<file path="src/rtl/hazard_unit_pkg.sv">
// rtl/hazard_unit_pkg.sv - shared pipeline types and constants for hazard detection and forwarding select
package hazard_unit_pkg;

   localparam int REG_ADDR_W = 5;
   localparam int X0_ADDR    = 0;

   typedef enum logic {
      IDLE,
      DIV_WAIT
   } hz_state_t;

endpackage

</file>
<file path="src/rtl/hazard_match.sv">
// rtl/hazard_match.sv - decode rs1/rs2/rd compare against one producer destination, gated by use flags
module hazard_match
   import hazard_unit_pkg::*;
#(
   parameter int R = REG_ADDR_W
) (
   input  logic [R-1:0] src1,
   input  logic [R-1:0] src2,
   input  logic [R-1:0] dst,
   input  logic         use_src1,
   input  logic         use_src2,
   input  logic         chk_waw,
   input  logic [R-1:0] tgt_rd,
   output logic         hit
);

   // a producer writing x0 never blocks anything
   assign hit = (tgt_rd != R'(X0_ADDR)) &&
                ((use_src1 && (src1 == tgt_rd)) ||
                 (use_src2 && (src2 == tgt_rd)) ||
                 (chk_waw  && (dst  == tgt_rd)));

endmodule

</file>
<file path="src/rtl/hazard_unit.sv">
// rtl/hazard_unit.sv - load-use and divide hazard stall/flush control; HAZARD_DIV_OOO_EN lets independent work pass a pending divide
module hazard_unit
   import hazard_unit_pkg::*;
#(
   parameter int R     = REG_ADDR_W,
   parameter int CNT_W = 16
) (
   input  logic             clk,
   input  logic             a_reset_n,
   input  logic             dec_valid,
   input  logic [R-1:0]     dec_addr1,
   input  logic [R-1:0]     dec_addr2,
   input  logic [R-1:0]     dec_rd,
   input  logic             useLhs,
   input  logic             useRhs,
   input  logic             useData,
   input  logic             dec_is_div,
   input  logic             ex_valid,
   input  logic             ex_is_load,
   input  logic             ex_is_div,
   input  logic [R-1:0]     ex_rd,
   input  logic             div_done,
   input  logic             branch_taken,
   output logic             stall_if,
   output logic             stall_dec,
   output logic             bubble_ex,
   output logic             flush_dec,
   output logic             div_busy,
   output logic [CNT_W-1:0] stall_cnt
);

   hz_state_t    state, state_nxt;
   logic [R-1:0] div_rd, div_rd_nxt;
   logic         use2, load_hit, luse, ex_div, div_start;
   logic         ex_dhaz, wait_dhaz, stall;

   assign use2 = useRhs | useData;

   hazard_match #(.R(R)) u_load_match (
      .src1(dec_addr1), .src2(dec_addr2), .dst(dec_rd),
      .use_src1(useLhs), .use_src2(use2), .chk_waw(1'b0),
      .tgt_rd(ex_rd), .hit(load_hit)
   );

   assign luse      = ex_valid && ex_is_load && dec_valid && load_hit;
   assign ex_div    = ex_valid && ex_is_div;
   assign div_start = ex_div && !branch_taken;

`ifdef HAZARD_DIV_OOO_EN
   logic exdiv_hit, divrd_hit;

   hazard_match #(.R(R)) u_exdiv_match (
      .src1(dec_addr1), .src2(dec_addr2), .dst(dec_rd),
      .use_src1(useLhs), .use_src2(use2), .chk_waw(1'b1),
      .tgt_rd(ex_rd), .hit(exdiv_hit)
   );

   hazard_match #(.R(R)) u_divrd_match (
      .src1(dec_addr1), .src2(dec_addr2), .dst(dec_rd),
      .use_src1(useLhs), .use_src2(use2), .chk_waw(1'b1),
      .tgt_rd(div_rd), .hit(divrd_hit)
   );

   // a second divide must wait for the single divider even with no register overlap
   assign ex_dhaz   = ex_div && dec_valid && (exdiv_hit || dec_is_div);
   assign wait_dhaz = (state == DIV_WAIT) && dec_valid && (divrd_hit || dec_is_div);
`else
   logic unused_dec_is_div;

   assign unused_dec_is_div = dec_is_div;
   assign ex_dhaz   = ex_div && dec_valid;
   assign wait_dhaz = (state == DIV_WAIT) && dec_valid;
`endif

   assign stall     = (luse || ex_dhaz || wait_dhaz) && !branch_taken;
   assign stall_if  = stall;
   assign stall_dec = stall;
   assign bubble_ex = stall;
   assign flush_dec = branch_taken;
   assign div_busy  = (state == DIV_WAIT);

   always_comb begin
      state_nxt  = state;
      div_rd_nxt = div_rd;
      case (state)
         IDLE: begin
            if (div_start) begin
               state_nxt  = DIV_WAIT;
               div_rd_nxt = ex_rd;
            end
         end
         DIV_WAIT: begin
            // back-to-back divide: the new one takes over the busy window
            if (div_done) begin
               if (div_start) begin
                  div_rd_nxt = ex_rd;
               end else begin
                  state_nxt = IDLE;
               end
            end
         end
         default: state_nxt = IDLE;
      endcase
   end

   always_ff @(posedge clk or negedge a_reset_n) begin
      if (!a_reset_n) begin
         state     <= IDLE;
         div_rd    <= '0;
         stall_cnt <= '0;
      end else begin
         state  <= state_nxt;
         div_rd <= div_rd_nxt;
         if (stall && (stall_cnt != {CNT_W{1'b1}})) begin
            stall_cnt <= stall_cnt + 1'b1;
         end
      end
   end

endmodule

</file>
<file path="config.mk">
export PLATFORM = sky130hd
export DESIGN_NAME = hazard_unit
export DESIGN_NICKNAME = d
export VERILOG_FILES = /design/src/rtl/hazard_unit_pkg.sv /design/src/rtl/hazard_match.sv /design/src/rtl/hazard_unit.sv
export SDC_FILE = /design/constraint.sdc
export NUM_CORES = 1
export LEC_CHECK = 0
export BUFFER_PORTS_ARGS = -buffer_cell sky130_fd_sc_hd__buf_4
export CORE_MARGIN = 4
export CORE_UTILIZATION = 25
export CTS_CLUSTER_SIZE = 20
export DETAILED_ROUTE_END_ITERATION = 6
export SLEW_MARGIN = 20
export SYNTH_ARGS = -nofsm -noshare
export SYNTH_HDL_FRONTEND = slang
export SYNTH_SLANG_ARGS = --single-unit
</file>
<file path="constraint.sdc">
create_clock -name clk -period 1.5 [get_ports clk]
set_input_delay 0.3 -clock clk [delete_from_list [all_inputs] [get_ports clk]]
set_output_delay 0.3 -clock clk [all_outputs]
set_load 0.03 [all_outputs]
</file>
======== Word-level counts from Yosys, hierarchy flattened ========
Cells that the tools add are included.
word-level totals
  register bits ........................... 17
  bits of input ports ..................... 32
cells by class
  reduce and logical (&&, ||, !) cells .... 17
  add/subtract/negate cells ............... 1
  eq/ne operators ......................... 3
  bitwise logic cells ..................... 2
  multiplexer cells ....................... 3
operators with widths
  cell                   number
  $add 16x1->16 const B  1
  $ne 16x16->1 const B   1
  $logic_and 1x1->1      12
  $eq 5x5->1             2
  $reduce_bool 5->1      1
  $logic_or 1x1->1       3
  $mux 1                 2
  $pmux 1 s2             1
  $logic_not 1->1        1
  $not 1->1              1
  $or 1x1->1             1

======== Depth between registers and ports, before layout ========
Gate-level depths: netlist of the first run.
  depth in word-level cells ............... 9
  gate-level depth with buffers ........... 8
  mapped depth without buffers ............ 7

======== By module ========
Synthesis of the first run repeated with hierarchy kept, for this count alone.
unflattened totals
  cell total of the unflattened synthesis .. 111
  area, all modules ....................... 1142.3 um^2
by module, submodules not included
  module        area each (um^2)  cells an instance  times used  seq. area each (um^2)
  hazard_unit   949.7             87                 1           425.4
  hazard_match  192.7             24                 1           0.0

======== Least setup slack after synthesis of the first run ========
OpenSTA, ideal clock, no wires.
  kind .................................... input-to-output
  start point ............................. input ex_rd[0]
  end point ............................... output stall_dec
  setup slack ............................. -0.464 ns
  buffers on the path ..................... 1
  stages on the path ...................... 6
  required time ........................... 1.200 ns
  arrival time ............................ 1.664 ns
  cell sequence ........................... xnor2_1 > nand4_1 > o22ai_2 > a41oi_1 > nor2_1 > buf_4
between the ends
  cells in the longest elaborated chain, start to end .. 8
  elaborated cells on any way between the ends .. 11
  classes of those cells .................. eq/ne: 2; reduce/logical: 9
RTL lines
  element                               line                                    RTL
  from (decl)                           hazard_unit.sv:21                       input logic [R-1:0] ex_rd,
  $eq 5x5->1 (on tied branches)         hazard_match.sv:19, hazard_match.sv:20
  $logic_and 1x1->1 (on tied branches)  hazard_match.sv:19, hazard_match.sv:20
  $logic_or 1x1->1                      hazard_match.sv:19                      ((use_src1 && (src1 == tgt_rd)) ||
  $logic_and 1x1->1 (*)                 hazard_match.sv:18                      assign hit = (tgt_rd != R'(X0_ADDR)) &&
  $logic_and 1x1->1 (*)                 hazard_unit.sv:45                       assign luse = ex_valid && ex_is_load && dec_valid && load_hit;
  $logic_or 1x1->1 (*) (2 in series)    hazard_unit.sv:75                       assign stall = (luse || ex_dhaz || wait_dhaz) && !branch_taken;
  $logic_and 1x1->1 (*)                 hazard_unit.sv:75
  to (decl)                             hazard_unit.sv:25                       output logic stall_dec,
Mark *: on every way between the ends. The rest lies on a longest branch, timed or not.

======== Worst setup path in the final report of the first run ========
  start point ............................. register state (netlist: div_busy)
  end point ............................... output bubble_ex
between the ends
  cells in the longest elaborated chain, start to end .. 3
RTL lines
  element                 line                RTL
  from (decl)             hazard_unit.sv:32   hz_state_t state, state_nxt;
  from (signal assigned)  hazard_unit.sv:112  state <= state_nxt;
  $logic_and 1x1->1       hazard_unit.sv:72   assign wait_dhaz = (state == DIV_WAIT) && dec_valid;
  $logic_or 1x1->1        hazard_unit.sv:75
  $logic_and 1x1->1       hazard_unit.sv:75
  to (decl)               hazard_unit.sv:26   output logic bubble_ex,
No other way between the ends.

==> Flow_metrics.wiki, run 1 <==
{| class="wikitable"
! Metric !! Value
|-
| Buffers from clock root to sink, at most || 2
|-
| Rows || 23
|-
| Post-synthesis sequential area ratio || 0.395
|-
| Post-detailed-route via-to-cell ratio || roughly 4.6
|-
| Clock tree from TritonCTS || yes
|-
| Initial core utilization || 0.263
|-
| Worst R2R Start || stall_cnt[0]
|-
| Ys Warns || 0
|-
| Number of antenna violations at the first check in global routing || 0
|-
| Global placer's final weighted congestion || 0.735
|-
| Cell count after synthesis || 105
|-
| Worst vdd ir || 0.625 mV
|-
| H-tree depth || 1
|-
| Final std cell area, no fill || 0.00223 mm²
|-
| Flip-flop and latch count after synthesis || 17
|-
| Data arrival at the endpoint of the critical path || 1.36 ns
|-
| Post-synthesis share of cell area spent on full adders, half adders and majority gates || 0.0116
|-
| Cts bufs inserted || 3
|-
| DRC marker count from the first detailed-route iteration || 16
|-
| Final worst path period need || 1.66 ns
|-
| Critical path destination || bubble_ex
|-
| All-Layer GR Usage || 0.135
|-
| Critical path type || reg -> out
|-
| Source-to-sink clock delay at the later pin of the worst-skew pair || 0.26 ns
|-
| Fraction of the mapped netlist area in compound gates || 0.0558
|-
| Detail Route Antenna Nets || 0
|-
| Worst setup skew after layout || 0.00296 ns
|-
| # placed instances || about 230
|-
| Final Hold Fails || 0
|-
| Cell Area, Synth || 0.00108 mm²
|-
| Data required time of the critical path || 1.20 ns
|-
| Clock transition at the registers of the reported paths || 0.07 ns
|-
| Full die area || 0.00542 mm²
|-
| Syn nets || 138
|-
| Floorplan die height || 73.6 µm
|-
| Worst min-delay path category || in -> reg
|-
| Violations in the final reports || negative setup slack
|-
| Main combinational cell family by area after synthesis || simple AND/OR/NAND/NOR gates
|-
| Maximum achievable frequency || 604 MHz
|-
| Vias post-DR || 1133
|-
| Vias in the first global route || 1270
|-
| Post-placement setup slack || -0.391 ns
|-
| Startpoint type of the worst setup path || flop
|-
| Post-route core utilization || 0.546
|-
| Peak fanout along the critical path || 3
|-
| Critical Path End Type || output port
|-
| Register-to-Register Setup Slack || -0.08 ns
|-
| Routed length per instance || 14.8 µm
|-
| Routed wire length || 3640 µm
|-
| Period utilization || 1.10
|-
| Setup WS post-layout || -0.157 ns
|-
| FF-to-FF path depth || 7
|-
| Setup crit start || div_busy
|-
| Largest net degree at the start of global routing || 18
|-
| Xor/xnor share of the synthesized area || 0.195
|-
| Number of antenna repair diodes || 0
|-
| Fin cells || 245
|-
| Setup-violating endpoint count in the final report || 17
|-
| Root Buffer Master || sky130_fd_sc_hd__clkbuf_8
|-
| Share of layout cells above drive strength 1 || 0.708
|-
| Port bufs || 46
|-
| RSZ-0062 raised after global routing || true
|-
| Area inside the core boundary || between 0.004 and 0.005 mm²
|-
| Number of detailed-route iterations in the first pass || 3
|-
| Global-route wire length before repair || ~5600 µm
|-
| Fin. max-slew vios || 0
|-
| Count of unique library cells instantiated by Yosys || 33
|-
| I/O pin count || 53
|-
| Transition time at the pin with the least slew margin || approximately 0.24 ns
|-
| Area after DPL || 0.00176 mm²
|-
| Area share of and/or/nand/nor cells after synthesis || 0.270
|-
| CTS Sinks || 17
|-
| Slew HR || 0.840
|-
| Nets || 229
|-
| Leakage power summed over all cells || between 1 and 1.5 nW
|-
| Maximum capacitance violations || 0
|-
| Fin Hold WS || 0.232 ns
|-
| Mux share of post-synthesis cell area || 0.0198
|-
| Run status || complete, but fails checks
|-
| Synthesized area per cell || 10.2 µm²
|-
| Final routed DRC violation total || 0
|-
| Reg2Reg Capture Point || stall_cnt[1]
|-
| Die boundary width || 73.6 µm
|-
| Total power divided by cell area || 748 mW/mm²
|-
| Overall overflow remaining after global route || 0
|-
| Area growth syn-to-layout || 107%
|-
| Half-perimeter wire length after placement || 2570 µm
|}
[worst min-delay path by stage]
| stage | startpoint | end | slack, ns | depth (start not counted) |
|---|---|---|---|---|
| 3_3_place_gp | a_reset_n | stall_cnt[10] | 0.18 | 1 |
| 5_1_grt | div_done | div_busy | 0.23 | 2 |
| 3_5_place_dp | a_reset_n | stall_cnt[10] | 0.18 | 1 |
| 6_report | div_done | div_busy | 0.23 | 2 |
| 4_1_cts | div_done | div_busy | 0.22 | 2 |
| 2_1_floorplan | a_reset_n | div_busy | 0.004 | 0 |
[flip-flops by register name, summed over array words and instances (netlist names)]
signal     flops
div_busy       1
stall_cnt     16
[critical path: stages (launching register included)]
cell	delay, ns
sky130_fd_sc_hd__dfrtp_1	0.40
sky130_fd_sc_hd__inv_1	0.10
sky130_fd_sc_hd__nand2_1	0.13
sky130_fd_sc_hd__a41oi_2	0.26
sky130_fd_sc_hd__nor2_4	0.07
sky130_fd_sc_hd__buf_6	0.14
[report_power, final]
group | switching, mW | leakage [nW] | internal, mW
logic | 0.361 | 0.868 | 0.382
clock network | 0.171 | 0.0255 | 0.185
registers | 0.0519 | 0.216 | 0.516
[metrics by stage]
step | setup TNS (ns) | total power [mW]
final | -1.03 | 1.67
after global routing | -2.42 | 1.75
after CTS | -1.36 | 1.62
after detailed placement | -5.42 | 1.18
after global placement | -3.41 | 1.16
after floorplan | -1.88 | 0.871
[area by class of cell]
cell class / count / area [µm²]
Tap cell: 50 / 62.6
Fill cell: 364 / 1860
Sequential cell: 17 / 434
Clock inverter: 1 / 5.00
Inverter: 3 / 11.3
Timing Repair Buffer: 90 / 790
Multi-Input combinational cell: 81 / 886
Clock buffer: 3 / 41.3
[synth_stat cells]
library cell                count  area, µm²
sky130_fd_sc_hd__a21oi_1        1       5.00
sky130_fd_sc_hd__a41oi_1        1       8.76
sky130_fd_sc_hd__and3_1         3       18.8
sky130_fd_sc_hd__and3_4         1       11.3
sky130_fd_sc_hd__and4_4         1       11.3
sky130_fd_sc_hd__buf_4          3       22.5
sky130_fd_sc_hd__buf_6          2       22.5
sky130_fd_sc_hd__dfrtp_1       17        425
sky130_fd_sc_hd__ha_1           1       12.5
sky130_fd_sc_hd__inv_1          3       11.3
sky130_fd_sc_hd__mux2_2         1       11.3
sky130_fd_sc_hd__mux2i_1        1       10.0
sky130_fd_sc_hd__nand2_1        7       26.3
sky130_fd_sc_hd__nand2_2        1       6.26
sky130_fd_sc_hd__nand2b_1       1       6.26
sky130_fd_sc_hd__nand3_1        5       25.0
sky130_fd_sc_hd__nand3_2        1       10.0
sky130_fd_sc_hd__nand4_1        5       31.3
sky130_fd_sc_hd__nor2_1         5       18.8
sky130_fd_sc_hd__nor2_2         1       6.26
sky130_fd_sc_hd__nor3_1         8       40.0
sky130_fd_sc_hd__nor3b_1        2       15.0
sky130_fd_sc_hd__nor4_2         1       12.5
sky130_fd_sc_hd__nor4_4         2       42.5
sky130_fd_sc_hd__nor4b_1        1       8.76
sky130_fd_sc_hd__o2111ai_1      1       8.76
sky130_fd_sc_hd__o21ai_0        1       5.00
sky130_fd_sc_hd__o21ai_1        1       5.00
sky130_fd_sc_hd__o22ai_1        1       6.26
sky130_fd_sc_hd__o22ai_2        1       12.5
sky130_fd_sc_hd__o31a_1         1       8.76
sky130_fd_sc_hd__xnor2_1       11       96.3
sky130_fd_sc_hd__xor2_1        13        114
[layout by cell type (no fill, tap or decap), types with 3 or more instances in the layout]
master and n:
sky130_fd_sc_hd__nor3_4 5, sky130_fd_sc_hd__nand4_1 5, sky130_fd_sc_hd__dfrtp_1 10, sky130_fd_sc_hd__and3_4 3, sky130_fd_sc_hd__inv_1 3, sky130_fd_sc_hd__nor4_4 3, sky130_fd_sc_hd__nand2_1 7, sky130_fd_sc_hd__nand3_4 3
sky130_fd_sc_hd__buf_4 65, sky130_fd_sc_hd__nand3_1 3, sky130_fd_sc_hd__dfrtp_2 7, sky130_fd_sc_hd__xnor2_1 3, sky130_fd_sc_hd__buf_6 21, sky130_fd_sc_hd__xor2_1 13, sky130_fd_sc_hd__xnor2_2 8, sky130_fd_sc_hd__clkbuf_8 3
[cells by family (layout without fill, tap and decap cells)]
family / count (synthesis) / in the layout
AO/OA/AOI/OAI: 8 / 8
XOR/XNOR: 24 / 24
adder cells (fa/ha/maj): 1 / 1
buffers and inverters: 8 / 97
flip-flops: 17 / 17
multiplexers: 2 / 2
AND/OR/NAND/NOR: 45 / 46
[per-layer routing]
metal / GRT usage / wire, µm / vias up
met3: 0.0164 / 226 / 3
met2: 0.251 / 1900 / 40
li1: - / - / 554
met5: 0 / 0 / -
met1: 0.157 / 1460 / 536
met4: 0.0483 / 45 / 0
[repair_timing]
item,CTS,global route
gates cloned,1,0
hold buffers,1,0
resized for setup,40,18
pin swaps,27,20
setup endpoints to repair,17,18
hold endpoints to repair,17,0
buffers inserted,7,4
No activity file was read; power rests on OpenSTA's default activity.
==> run 2, diff against run 1 <==
--- a/config.mk
+++ b/config.mk
@@ -6,11 +6,11 @@
 export NUM_CORES = 1
 export LEC_CHECK = 0
 export BUFFER_PORTS_ARGS = -buffer_cell sky130_fd_sc_hd__buf_4
-export CORE_MARGIN = 4
+export CORE_MARGIN = 2
 export CORE_UTILIZATION = 25
 export CTS_CLUSTER_SIZE = 20
 export DETAILED_ROUTE_END_ITERATION = 6
-export SLEW_MARGIN = 20
+export SLEW_MARGIN = 0
 export SYNTH_ARGS = -nofsm -noshare
 export SYNTH_HDL_FRONTEND = slang
 export SYNTH_SLANG_ARGS = --single-unit
==> constraint.sdc (replaced) <==
create_clock -name clk -period 1.5 [get_ports clk]
set_input_delay 0.15 -clock clk [delete_from_list [all_inputs] [get_ports clk]]
set_output_delay 0.15 -clock clk [all_outputs]
set_load 0.03 [all_outputs]
==> run 2 against run 1 <==
Compared with the run above: the flow still finishes with violations (negative setup slack); combinational power is 3.8% lower; first-iteration DRC count is 50% higher; sequential power is essentially flat; total power shrank 2.1%; critical path type is now reg -> reg; largest power group unchanged.
==> Flow_metrics.wiki, run 2 (same netlist as run 1, synthesis figures left out) <==
{| class="wikitable"
! Metric !! Value
|-
| Run status || complete, but fails checks
|-
| Violations in the final reports || negative setup slack
|-
| Vias in the first global route || 1188
|-
| Routed wire length || 3590 µm
|-
| Global-route wire length before repair || 5580 µm
|-
| Fin. max-slew vios || 0
|-
| Largest register by flop count || stall_cnt
|-
| Number of antenna violations at the first check in global routing || 0
|-
| Setup-violating endpoint count in the final report || 16
|-
| Clock tree from TritonCTS || yes
|-
| RSZ-0062 raised after global routing || true
|-
| Register-to-Register Setup Slack || -0.11 ns
|-
| Maximum capacitance violations || 0
|-
| Final routed DRC violation total || 0
|-
| Number of antenna repair diodes || 0
|-
| Commonest non-fill, non-tap cells in the layout || 66 x sky130_fd_sc_hd__buf_4, 17 x sky130_fd_sc_hd__buf_6, 13 x sky130_fd_sc_hd__xor2_1
|-
| CTS Sinks || 17
|-
| Area growth syn-to-layout || 96.7%
|-
| Overall overflow remaining after global route || 0
|-
| Die boundary width || approximately 70 µm
|-
| Rows || 23
|-
| Leakage power summed over all cells || 1.02 nW
|-
| Final Hold Fails || 0
|-
| Period utilization || 1.08
|-
| Startpoint type of the worst setup path || flop
|-
| Routed length per instance || 15.0 µm
|-
| I/O pin count || 53
|-
| Nets || 223
|-
| Worst vdd ir || ~0.85 mV
|-
| Root Buffer Master || sky130_fd_sc_hd__clkbuf_8
|-
| DRC marker count from the first detailed-route iteration || 24
|-
| Fill cell total of the finished layout || ~360
|-
| Cts bufs inserted || 3
|-
| Hold_sp || div_done
|-
| Standard cell with the maximum stage delay on the critical path || sky130_fd_sc_hd__dfrtp_2
|-
| Worst R2R Start || stall_cnt[9]
|-
| Number of cells traversed by the worst hold path || 2
|-
| Post-placement setup slack || -0.220 ns
|-
| Total power divided by cell area || 771 mW/mm²
|-
| Share of layout cells above drive strength 1 || 0.683
|-
| Reg2Reg Capture Point || stall_cnt[13]
|-
| Number of detailed-route iterations in the first pass || 4
|-
| Setup WS post-layout || -0.115 ns
|-
| H-tree depth || 1
|-
| Critical path type || reg -> reg
|-
| Critical Path End Type || flop
|-
| Initial core utilization || 0.265
|-
| Worst-path cell chain || and4_4, and3_4, nand3_4, nand2_8, buf_6, nor4_4, xor2_1
|-
| Sum of buffers and inverters on the critical path || 1
|-
| Final total power || between 1.5 and 2 mW
|-
| Peak fanout along the critical path || 7
|-
| Data arrival at the endpoint of the critical path || 1.79 ns
|-
| Port bufs || 46
|-
| Detail Route Antenna Nets || 0
|-
| Floorplan die height || 69.6 µm
|-
| Most frequent standard cell in the layout excluding fill and tap cells || sky130_fd_sc_hd__buf_4
|-
| Transition time at the pin with the least slew margin || about 0.55 ns
|-
| Area inside the core boundary || 0.00406 mm²
|-
| Delay of the slowest critical-path stage || 0.41 ns
|-
| Worst Hold End || div_busy
|-
| Maximum achievable frequency || 619 MHz
|-
| Clock transition at the registers of the reported paths || roughly 0.070 ns
|-
| Largest net degree at the start of global routing || 18
|-
| FF-to-FF path depth || 7
|-
| Final worst path period need || 1.61 ns
|-
| Post-detailed-route via-to-cell ratio || 4.75
|-
| Slew HR || 0.632
|-
| Buffers from clock root to sink, at most || 2
|-
| Number of flip-flops in the largest register || 16
|-
| Vias post-DR || about 1100
|-
| Source-to-sink clock delay at the later pin of the worst-skew pair || approximately 0.25 ns
|-
| Global placer's final weighted congestion || 0.918
|-
| Worst setup skew after layout || around 0.0021 ns
|-
| Full die area || 0.00484 mm²
|-
| Worst min-delay path category || in -> reg
|-
| Data required time of the critical path || 1.68 ns
|-
| Half-perimeter wire length after placement || 2410 µm
|-
| Cell family with most CP delay || simple AND/OR/NAND/NOR gates
|-
| All-Layer GR Usage || 0.143
|}
run 2: layer usage:
metal | track usage | vias to the layer above | part of all wire
li1 | - | 539 | -
met1 | 0.184 | 553 | 0.43
met2 | 0.248 | 42 | 0.52
met3 | 0.0233 | 2 | 0.048
met4 | 0.0370 | 0 | 0.0058
met5 | 0 | - | 0
run 2: through the flow:
step	area [µm²]	utilization	TNS (ns)	hold slack [ns]	std cells
2_1_floorplan	1120	-	-1.62	-0.146	105
4_1_cts	1910	0.470	-1.08	0.0773	237
6_report	2120	0.522	-0.763	0.0860	239
5_1_grt	2120	0.522	-2.23	0.0865	239
3_5_place_dp	1720	0.424	-1.67	0.0301	227
3_3_place_gp	1720	0.424	-0.558	0.0264	227
run 2: power breakdown:
part / internal, mW / total, mW / switching [mW]
Combinational: 0.364 / 0.715 / 0.351
Clock: 0.189 / 0.349 / 0.160
Sequential: 0.516 / 0.568 / 0.0521
run 2: timing repair:
action | in CTS | in global routing
cloned | 1 | 0
buffers inserted | 4 | 2
endpoints found under the setup margin | 13 | 19
pin swaps | 10 | 22
hold buffers | 1 | 0
hold endpoints to repair | 17 | 0
gates resized for setup | 17 | 36
run 2: layout make-up:
cell class / instances / area [µm²] / share of cell area
repair buffers: 84 / 697 / 0.329
flip-flops and latches: 17 / 434 / 0.205
clock buffers: 4 / 45.0 / 0.0213
multi-input cells: 81 / 867 / 0.410
inverters: 3 / 11.3 / 0.00532
well taps: 50 / 62.6 / 0.0296
run 2: worst max-delay path by stage:
stage	cells past startpoint	slack, ns	to	from
final	7	-0.11	stall_cnt[13]	stall_cnt[9]
after global routing	8	-0.16	stall_cnt[13]	stall_cnt[0]
after CTS	8	-0.11	stall_cnt[13]	stall_cnt[1]
after detailed placement	8	-0.22	stall_cnt[13]	ex_rd[1]
after global placement	8	-0.12	stall_cnt[15]	ex_rd[4]
after floorplan	7	-0.15	stall_cnt[9]	stall_cnt[7]
